==> src/rtl/fifo_tx_arb_pkg.sv <==
// Shared types and constants for the FIFO-to-UART TX arbiter.
package fifo_tx_arb_pkg;

  typedef enum logic [1:0] {
    IDLE    = 2'd0,
    READ    = 2'd1,
    CAPTURE = 2'd2,
    LOAD    = 2'd3
  } state_t;

  // Last LOAD cycle count before a stuck transfer is abandoned.
  localparam logic [5:0] TIMEOUT_MAX = 6'h3F;

endpackage

==> src/rtl/fifo_tx_arbiter_rr_arbiter.sv <==
// Combinational round-robin selector: first requester above last_grant, with wrap.
module rr_arbiter
  import fifo_tx_arb_pkg::*;
#(
  parameter int unsigned NUM_FIFOS = 4,
  parameter int unsigned CW        = $clog2(NUM_FIFOS)
) (
  input  logic [NUM_FIFOS-1:0] req,
  input  logic [CW-1:0]        last_grant,
  output logic [CW-1:0]        grant,
  output logic                 grant_valid
);

  logic [CW-1:0] w_idx;

  // Scan upward from last_grant+1; the first requester found wins.
  always_comb begin
    grant       = '0;
    grant_valid = 1'b0;
    w_idx       = '0;
    for (int unsigned i = 1; i <= NUM_FIFOS; i++) begin
      w_idx = CW'((32'(last_grant) + i) % NUM_FIFOS);
      if (!grant_valid && req[w_idx]) begin
        grant       = w_idx;
        grant_valid = 1'b1;
      end
    end
  end

endmodule

==> src/rtl/fifo_tx_arbiter.sv <==
// Shares one UART transmitter among several channel FIFOs, round-robin,
// one word per grant, with a 64-cycle load timeout.
module fifo_tx_arbiter
  import fifo_tx_arb_pkg::*;
#(
  parameter int unsigned NUM_FIFOS = 4,
  parameter int unsigned DATA_W    = 8
) (
  input  logic                          clk,
  input  logic                          reset_n,
  input  logic [NUM_FIFOS-1:0]          fifo_empty,
  input  logic [NUM_FIFOS*DATA_W-1:0]   fifo_data,
  input  logic [NUM_FIFOS-1:0]          chan_en,
  input  logic                          tx_busy,
  output logic [NUM_FIFOS-1:0]          read_fifo_n,
  output logic [DATA_W-1:0]             tx_data,
  output logic                          ld_tx_data,
  output logic [$clog2(NUM_FIFOS)-1:0]  active_chan,
  output logic                          timeout_err
);

  localparam int unsigned CW = $clog2(NUM_FIFOS);

  state_t                r_state;
  logic [CW-1:0]         r_grant;
  logic [CW-1:0]         r_last_grant;
  logic [5:0]            r_count;
  logic [NUM_FIFOS-1:0]  r_read_fifo_n;
  logic [DATA_W-1:0]     r_tx_data;
  logic                  r_ld_tx_data;
  logic [CW-1:0]         r_active_chan;
  logic                  r_timeout_err;

  logic [NUM_FIFOS-1:0]  w_req;
  logic [CW-1:0]         w_grant;
  logic                  w_grant_valid;

  // Channels that have data and are allowed to be serviced.
  always_comb begin
    w_req = ~fifo_empty & chan_en;
  end

  rr_arbiter #(
    .NUM_FIFOS (NUM_FIFOS),
    .CW        (CW)
  ) u_rr (
    .req         (w_req),
    .last_grant  (r_last_grant),
    .grant       (w_grant),
    .grant_valid (w_grant_valid)
  );

  // Transfer sequencer; every output is a register set one cycle ahead of its state.
  always_ff @(posedge clk or negedge reset_n) begin
    if (!reset_n) begin
      r_state       <= IDLE;
      r_grant       <= '0;
      r_last_grant  <= CW'(NUM_FIFOS - 1);
      r_count       <= '0;
      r_read_fifo_n <= '1;
      r_tx_data     <= '0;
      r_ld_tx_data  <= 1'b0;
      r_active_chan <= '0;
      r_timeout_err <= 1'b0;
    end else begin
      r_timeout_err <= 1'b0;
      case (r_state)
        IDLE: begin
          if (!tx_busy && w_grant_valid) begin
            r_grant       <= w_grant;
            r_active_chan <= w_grant;
            r_read_fifo_n <= ~(NUM_FIFOS'(1) << w_grant);
            r_state       <= READ;
          end
        end
        READ: begin
          r_read_fifo_n <= '1;
          r_state       <= CAPTURE;
        end
        CAPTURE: begin
          r_tx_data    <= fifo_data[r_grant*DATA_W +: DATA_W];
          r_ld_tx_data <= 1'b1;
          r_count      <= '0;
          r_state      <= LOAD;
        end
        LOAD: begin
          if (tx_busy || r_count == TIMEOUT_MAX) begin
            r_ld_tx_data  <= 1'b0;
            r_last_grant  <= r_grant;
            r_timeout_err <= ~tx_busy;
            r_state       <= IDLE;
          end else begin
            r_count <= r_count + 6'd1;
          end
        end
        default: r_state <= IDLE;
      endcase
    end
  end

  assign read_fifo_n = r_read_fifo_n;
  assign tx_data     = r_tx_data;
  assign ld_tx_data  = r_ld_tx_data;
  assign active_chan = r_active_chan;
  assign timeout_err = r_timeout_err;

endmodule

==> config.mk <==
export PLATFORM = sky130hd
export DESIGN_NAME = fifo_tx_arbiter
export DESIGN_NICKNAME = d
export VERILOG_FILES = /design/src/rtl/fifo_tx_arb_pkg.sv /design/src/rtl/fifo_tx_arbiter_rr_arbiter.sv /design/src/rtl/fifo_tx_arbiter.sv
export SDC_FILE = /design/constraint.sdc
export NUM_CORES = 1
export LEC_CHECK = 0
export ABC_AREA = 1
export BUFFER_PORTS_ARGS = -buffer_cell sky130_fd_sc_hd__buf_2
export CAP_MARGIN = 40
export CORE_ASPECT_RATIO = 2
export CORE_MARGIN = 4
export CORE_UTILIZATION = 25
export CTS_CLUSTER_SIZE = 16
export DETAILED_ROUTE_END_ITERATION = 16
export HOLD_SLACK_MARGIN = 0.06
export SLEW_MARGIN = 20
export SYNTH_ARGS = -nofsm -noshare
export SYNTH_HDL_FRONTEND = slang
export SYNTH_SLANG_ARGS = --single-unit
==> constraint.sdc <==
create_clock -name clk -period 3.31 [get_ports clk]
set_input_delay 0.1655 -clock clk [delete_from_list [all_inputs] [get_ports clk]]
set_output_delay 0.1655 -clock clk [all_outputs]
set_load 0.01 [all_outputs]
## Word-level counts from Yosys, hierarchy flattened

Cells that the tools add are included.

| cells by class | value |
|---|---|
| $mul | 0 |
| divide/modulo/power cells | 0 |
| magnitude comparators | 4 |
| reductions and logical operators | 18 |
| shift-type cells | 2 |
| bitwise operators | 4 |
| multiplexer cells | 27 |
| $add $sub $neg | 5 |
| eq/ne operators | 7 |

Operators with widths:

| cell | count |
|---|---|
| variable part select 32 x 6 -> 8 bit | 1 |
| < comparator 2 x 3 -> 1 bit, second input constant | 4 |
| two-way mux 2 bit | 6 |
| case mux 6 bit (2 select lines) | 1 |
| AND reduction 2 bit | 6 |
| two-way mux 1 bit | 11 |
| binary-select mux 1 bit (select 2 bit) | 4 |
| inverter 4 bit | 2 |
| case mux 2 bit (4 select lines) | 1 |
| case mux 4 bit (2 select lines) | 1 |
| adder 6 x 1 -> 6 bit, second input constant | 1 |
| == test 6 bit, second input constant | 1 |
| two-way mux 6 bit | 1 |
| inequality test 2 bit, second input constant | 3 |
| adder 2 x 1 -> 2 bit, second input constant | 2 |
| adder 2 bit, second input constant | 2 |
| AND 4 bit | 1 |
| == test 2 bit, second input constant | 2 |
| logical AND 1 bit | 4 |
| logical NOT 1 bit | 4 |
| two-way mux 4 bit | 1 |
| nonzero test 2 bit | 2 |
| << shifter 1 x 2 -> 4 bit, first input constant | 1 |
| == test 2 x 1 -> 1 bit, second input constant | 1 |
| other kinds (4) | 4 |

| word-level totals | value |
|---|---|
| latch bits | 0 |
| register bits after elaboration | 26 |
| output and inout bits | 16 |
| memories | 0 |
| memory bits (writable) | 0 |
| input port bits | 43 |
| memory bits (read-only) | 0 |

## Logic depth before layout (Yosys ltp)

| depth | value |
|---|---|
| word-level depth | 18 |
| depth in mapped cells | 14 |
| gate-level depth less buffers | 13 |

## By module

From an unflattened synthesis, not the netlist that was laid out.

| second synthesis, totals | value |
|---|---|
| cells, all modules | 297 |
| area, all modules | 1908.1 sq um |

By module, submodules not included:

| module | times used | area each (sq um) | cells an instance |
|---|---|---|---|
| fifo_tx_arbiter | 1 | 1636.6 | 245 |
| rr_arbiter | 1 | 271.5 | 52 |

## Least setup slack after synthesis

Ideal clock, no wire load.

| timing | value |
|---|---|
| path type | reg-to-reg |
| from | register r_state[0] |
| to | register r_count[5] |
| cell stages (with the launch flop) | 13 |
| data arrival time | 1.512 ns |
| path buffers | 1 |
| clock period less this slack | 1.633 ns |
| slack | 1.677 ns |
| cell sequence | dfrtp_1 -> inv_1 -> ha_1 -> buf_2 -> inv_1 -> nor2_1 -> inv_1 -> nand2_2 -> nand2_1 -> nor2_1 -> nand2_1 -> o21ai_1 -> a21oi_1 |

| between the ends | value |
|---|---|
| word-level cells in the longest chain between the ends | 3 |
| elaborated cells between the ends (all ways) | 6 |

Ends and longest elaborated chain:

| element | line | text |
|---|---|---|
| start, declared | fifo_tx_arbiter.sv:24 | `state_t r_state;` |
| start signal, assigned | fifo_tx_arbiter.sv:56 | `r_state <= IDLE;` |
| start signal, assigned | fifo_tx_arbiter.sv:73 | `r_state <= READ;` |
| start signal, assigned | fifo_tx_arbiter.sv:78 | `r_state <= CAPTURE;` |
| == test 2 bit | fifo_tx_arbiter.sv:67 | `case (r_state)` |
| inequality test 2 bit (no line) / nonzero test 2 bit (equally long branches) | n/a |  |
| AND reduction 2 bit (no line) | n/a |  |
| end signal, assigned | fifo_tx_arbiter.sv:93 | `r_count <= r_count + 6'd1;` |
| end, declared | fifo_tx_arbiter.sv:27 | `logic [5:0] r_count;` |

Several ways; a longest one is shown, not always the timed one.
A chain may end at the register's enable or synchronous reset.

## Final worst setup path

Same ends and word-level chain as after synthesis.

==> results by stage <==
Run status:
- The run finished with clean final reports.

Die:
- The floorplan step defined a core boundary enclosing 6990 sq um.
- The floorplan step defined a die boundary enclosing 8740 sq um.
- Measured along the y axis, the die boundary spans 128 um.
- The initial utilization of the core area, before any placement, comes to 25.8%.
- In this run the count of I/O pins placed on the die edge is 59.
- The floorplan step set the die width to 68.1 um.
- The floorplan has 43 rows.

Global route:
- The via count of the first global-routing pass came to 1747.
- The first-pass GRT wire length is 7.62 mm.
- Entering global routing, the biggest net connects 27 pins.
- The total congestion overflow after global routing is 0.
- The overall track demand over capacity in global routing is 11.2%.
- The number of antenna violations at the first check in global routing is 0.

Min path:
- The type of the most critical hold path is input port to flip-flop.

Yosys:
- The proportion of register bits with asynchronous set or reset after synthesis is 100%.
- By area the synthesized netlist is led by dfrtp_1 28%, nor2_1 9.8%, dfstp_2 8.7%.
- The commonest cells after synthesis are 47 x nor2_1, 37 x nand2_1, 21 x o21ai_0.
- The dominant cell type by area after synthesis is dfrtp_1.
- In this run the cell area of the synthesized design comes to 1810 sq um.
- The number of nets handed over by synthesis was 291.
- After synthesis, the netlist uses 30 different library cells.
- The share of the synthesized area in the top cell type is 27.7%.
- The count of flip-flops with a built-in enable after synthesis is 0.
- Of the synthesized area, sequential elements account for 36.4%.
- The most common cell in the synthesized netlist is nor2_1.
- The synthesized design contains 26 register bits.
- The most used flip-flop cell after synthesis is dfrtp_1.
- In this run the mean area of a mapped cell was 7.47 sq um.
- The number of warnings issued by yosys is 0.
- Synthesis produced 242 cells.

Finish:
- The post-route core utilization is 32.4%.
- The synthesis-to-layout area growth is 25.5%.
- The final layout contains 348 nets.
- The antenna diode count is 0.
- Summing all non-filler instances in the final layout gives an area of 2270 sq um.
- Cells with a size suffix above 1 make up 33.9% of the layout.
- The number of inserted filler cells in the final layout is 786.

Detailed routing:
- The remaining number of nets flagged by the antenna check after routing is 0.
- The number of vias in the routed layout is 1734.
- After detailed routing, the average wire length per cell comes to 11.8 um.
- The number of search-and-repair iterations in the first detailed-routing pass is 4.
- The total routed wirelength is 4.57 mm.
- After detailed routing, the number of remaining DRC violations is 0.
- The starting DRC count in detailed routing is 51.
- The vias per cell is 4.47.

Worst setup path:
- The worst setup path is launched from a flip-flop.
- Walking the worst path, the cells encountered are inv_1, ha_1, buf_4, inv_1, nor2_1, inv_1, nand2_2, nand2_1, nor2_1, nand2_1, o21ai_1, a21oi_1.
- For this run, the slowest stage of the critical path takes 0.41 ns.
- The highest-delay cell along the critical path is dfrtp_1.
- The endpoint arrival time on the critical path is 2.03 ns.
- The most common cell type on the critical path is inv_1.
- The largest fanout on the critical path is 18.
- The worst setup path is captured at a flip-flop.
- The worst path required time is 3.46 ns.
- The critical path in this run is classified as flip-flop to flip-flop.

Power and ir drop:
- In this run the power spent charging and discharging nets is 944 uW.
- The share of total power dissipated in sequential elements is 31.1%.
- Of the total power, the clock network draws 14.5%.
- Net switching is 46.7% of the power.
- For this design the static power due to leakage is 1.11 nW.
- In this run the power density over the cells is 891 nW/um^2.
- The proportion of power drawn by combinational gates is 54.3%.
- VDD sags by at most 0.327 mV.
- The total internal power is 1.08 mW.

STA:
- The worst path uses 56.8% of the clock period.
- The hold violation total from the final report is 0.
- The actual slew at the worst max-slew pin is 0.604 ns.
- For the final routed database, the setup TNS stands at 0 ns.
- For the finished layout, the period the worst path requires is 1.88 ns.
- The number of max-slew violations in the final report is 0.
- The final setup violation count is 0.
- The normalized max-slew margin is 59.7%.
- The clock arrives with 0.00310 ns of skew.
- Based on the critical path, the design can be clocked at up to 532 MHz.
- After layout, the worst setup slack is 1.43 ns.
- Setup repair after global routing left no endpoint under its margin.

Run:
- The number of maximum-capacitance constraint violations is 0.

Placement:
- Once placement finished, the instance area stood at 2170 sq um.
- The wire-length estimate of the detail-placed layout is 3.80 mm.
- Prior to clock tree synthesis, the placed netlist has a worst setup slack of 1.44 ns.
- The last weighted congestion value of the routability-driven placer is 0.819.
- The number of buffers added on ports is 58.

Clock tree:
- The H-tree level count is 1.
- CTS saw 26 sinks.
- The number of resized instances in the post-cts repair step is 0.
- The TritonCTS clock tree is yes.
- The number of buffers created by CTS is 3.
- The root buffer cell is clkbuf_16.
- After clock tree synthesis, the clock-pin slew on the worst setup and hold paths is 0.06 ns.
- At the later pin of the worst-skew pair, clock insertion delay measures 0.26 ns.
- Once the clock tree was built, the setup fixing pass inserted 0 buffers.
- No sink is reached through more buffers than the 2 on the longest clock path.
-- worst max-delay path, delay by kind of cell, from the launching register on --
family	cells	cell delay, ns
DFF	1	0.41
buffers and inverters	4	0.47
and+or+nand+nor	5	0.55
adders and majority gates	1	0.16
AOI/OAI and AO/OA	2	0.18
-- power groups by stage --
stage / logic, mW / clock network [mW] / registers [mW]
final: 1.10 / 0.294 / 0.629
after global routing: 1.25 / 0.311 / 0.655
after CTS: 1.12 / 0.303 / 0.636
after detailed placement: 1.12 / 0 / 0.642
after global placement: 1.09 / 0 / 0.634
after floorplan: 0.864 / 0 / 0.586
-- metrics by stage --
step,power (mW),cells,hold slack (ns)
floorplan,1.45,242,-0.130
global placement,1.72,383,0.194
detailed placement,1.76,383,0.198
CTS,2.06,388,0.190
global route,2.22,388,0.240
finish,2.02,388,0.193
-- what timing repair did --
action                     4_1_cts  5_1_grt
hold endpoints to repair        20        0
hold buffers                     1        0
setup endpoints to repair        0        0
-- routing by layer --
layer	wire length, um	global-route usage [%]
met2	2520	21.1
met3	190	0.702
met5	0	0
met4	116	5.39
met1	1740	11.9
-- cells by family (layout without fill, tap and decap cells) --
family / count (synthesis) / in the layout / synth area share, %
flip-flops: 26 / 26 / 36.4
AND/OR/NAND/NOR: 134 / 134 / 37.9
buffers and inverters: 34 / 90 / 8.79
XOR/XNOR: 2 / 2 / 0.969
AO/OA/AOI/OAI: 40 / 40 / 11.8
adder cells (fa/ha/maj): 6 / 6 / 4.15
-- worst paths after layout --
path	start	endpoint	slack (ns)	cells past startpoint
max in group asynchronous	reset_n	tx_data[3]	2.48	2
hold / removal	fifo_data[12]	tx_data[4]	0.19	3
setup / recovery	r_state[0]	r_count[5]	1.43	12
setup reg to reg	r_state[0]	r_count[5]	1.43	12
hold reg to reg	read_fifo_n[0]	read_fifo_n[0]	0.49	2
min in group asynchronous	reset_n	r_count[1]	0.44	2
-- sequential cells by signal (all words and copies together) (netlist names) --
register      flops
active_chan       2
read_fifo_n       4
r_state           2
r_count           6
tx_data           8
timeout_err       1
ld_tx_data        1
r_last_grant      2
-- cells in the final DEF (no fill, tap or decap), drive strengths merged --
master / instances
buf: 59
nand2: 52
nor2: 48
nand3: 30
o21ai: 25
inv: 24
dfrtp: 20
a31oi: 8
ha: 6
dfstp: 6
a21oi: 5
clkbuf: 4
clkinv: 2
xor2: 2
nor3: 2
nand4: 2
o22ai: 1
o21a: 1
dlygate4sd3: 1
-- layout make-up --
cell class                      count  area, sq um  share of cell area, %
Clock buffer                        4         88.8                   3.92
Inverter                           26          110                   4.85
Multi-Input combinational cell    182          991                   43.7
Sequential cell                    26          658                   29.0
Tap cell                           90          113                   4.96
Timing Repair Buffer               60          308                   13.6
Note: power is estimated with default switching activity, not from simulation.
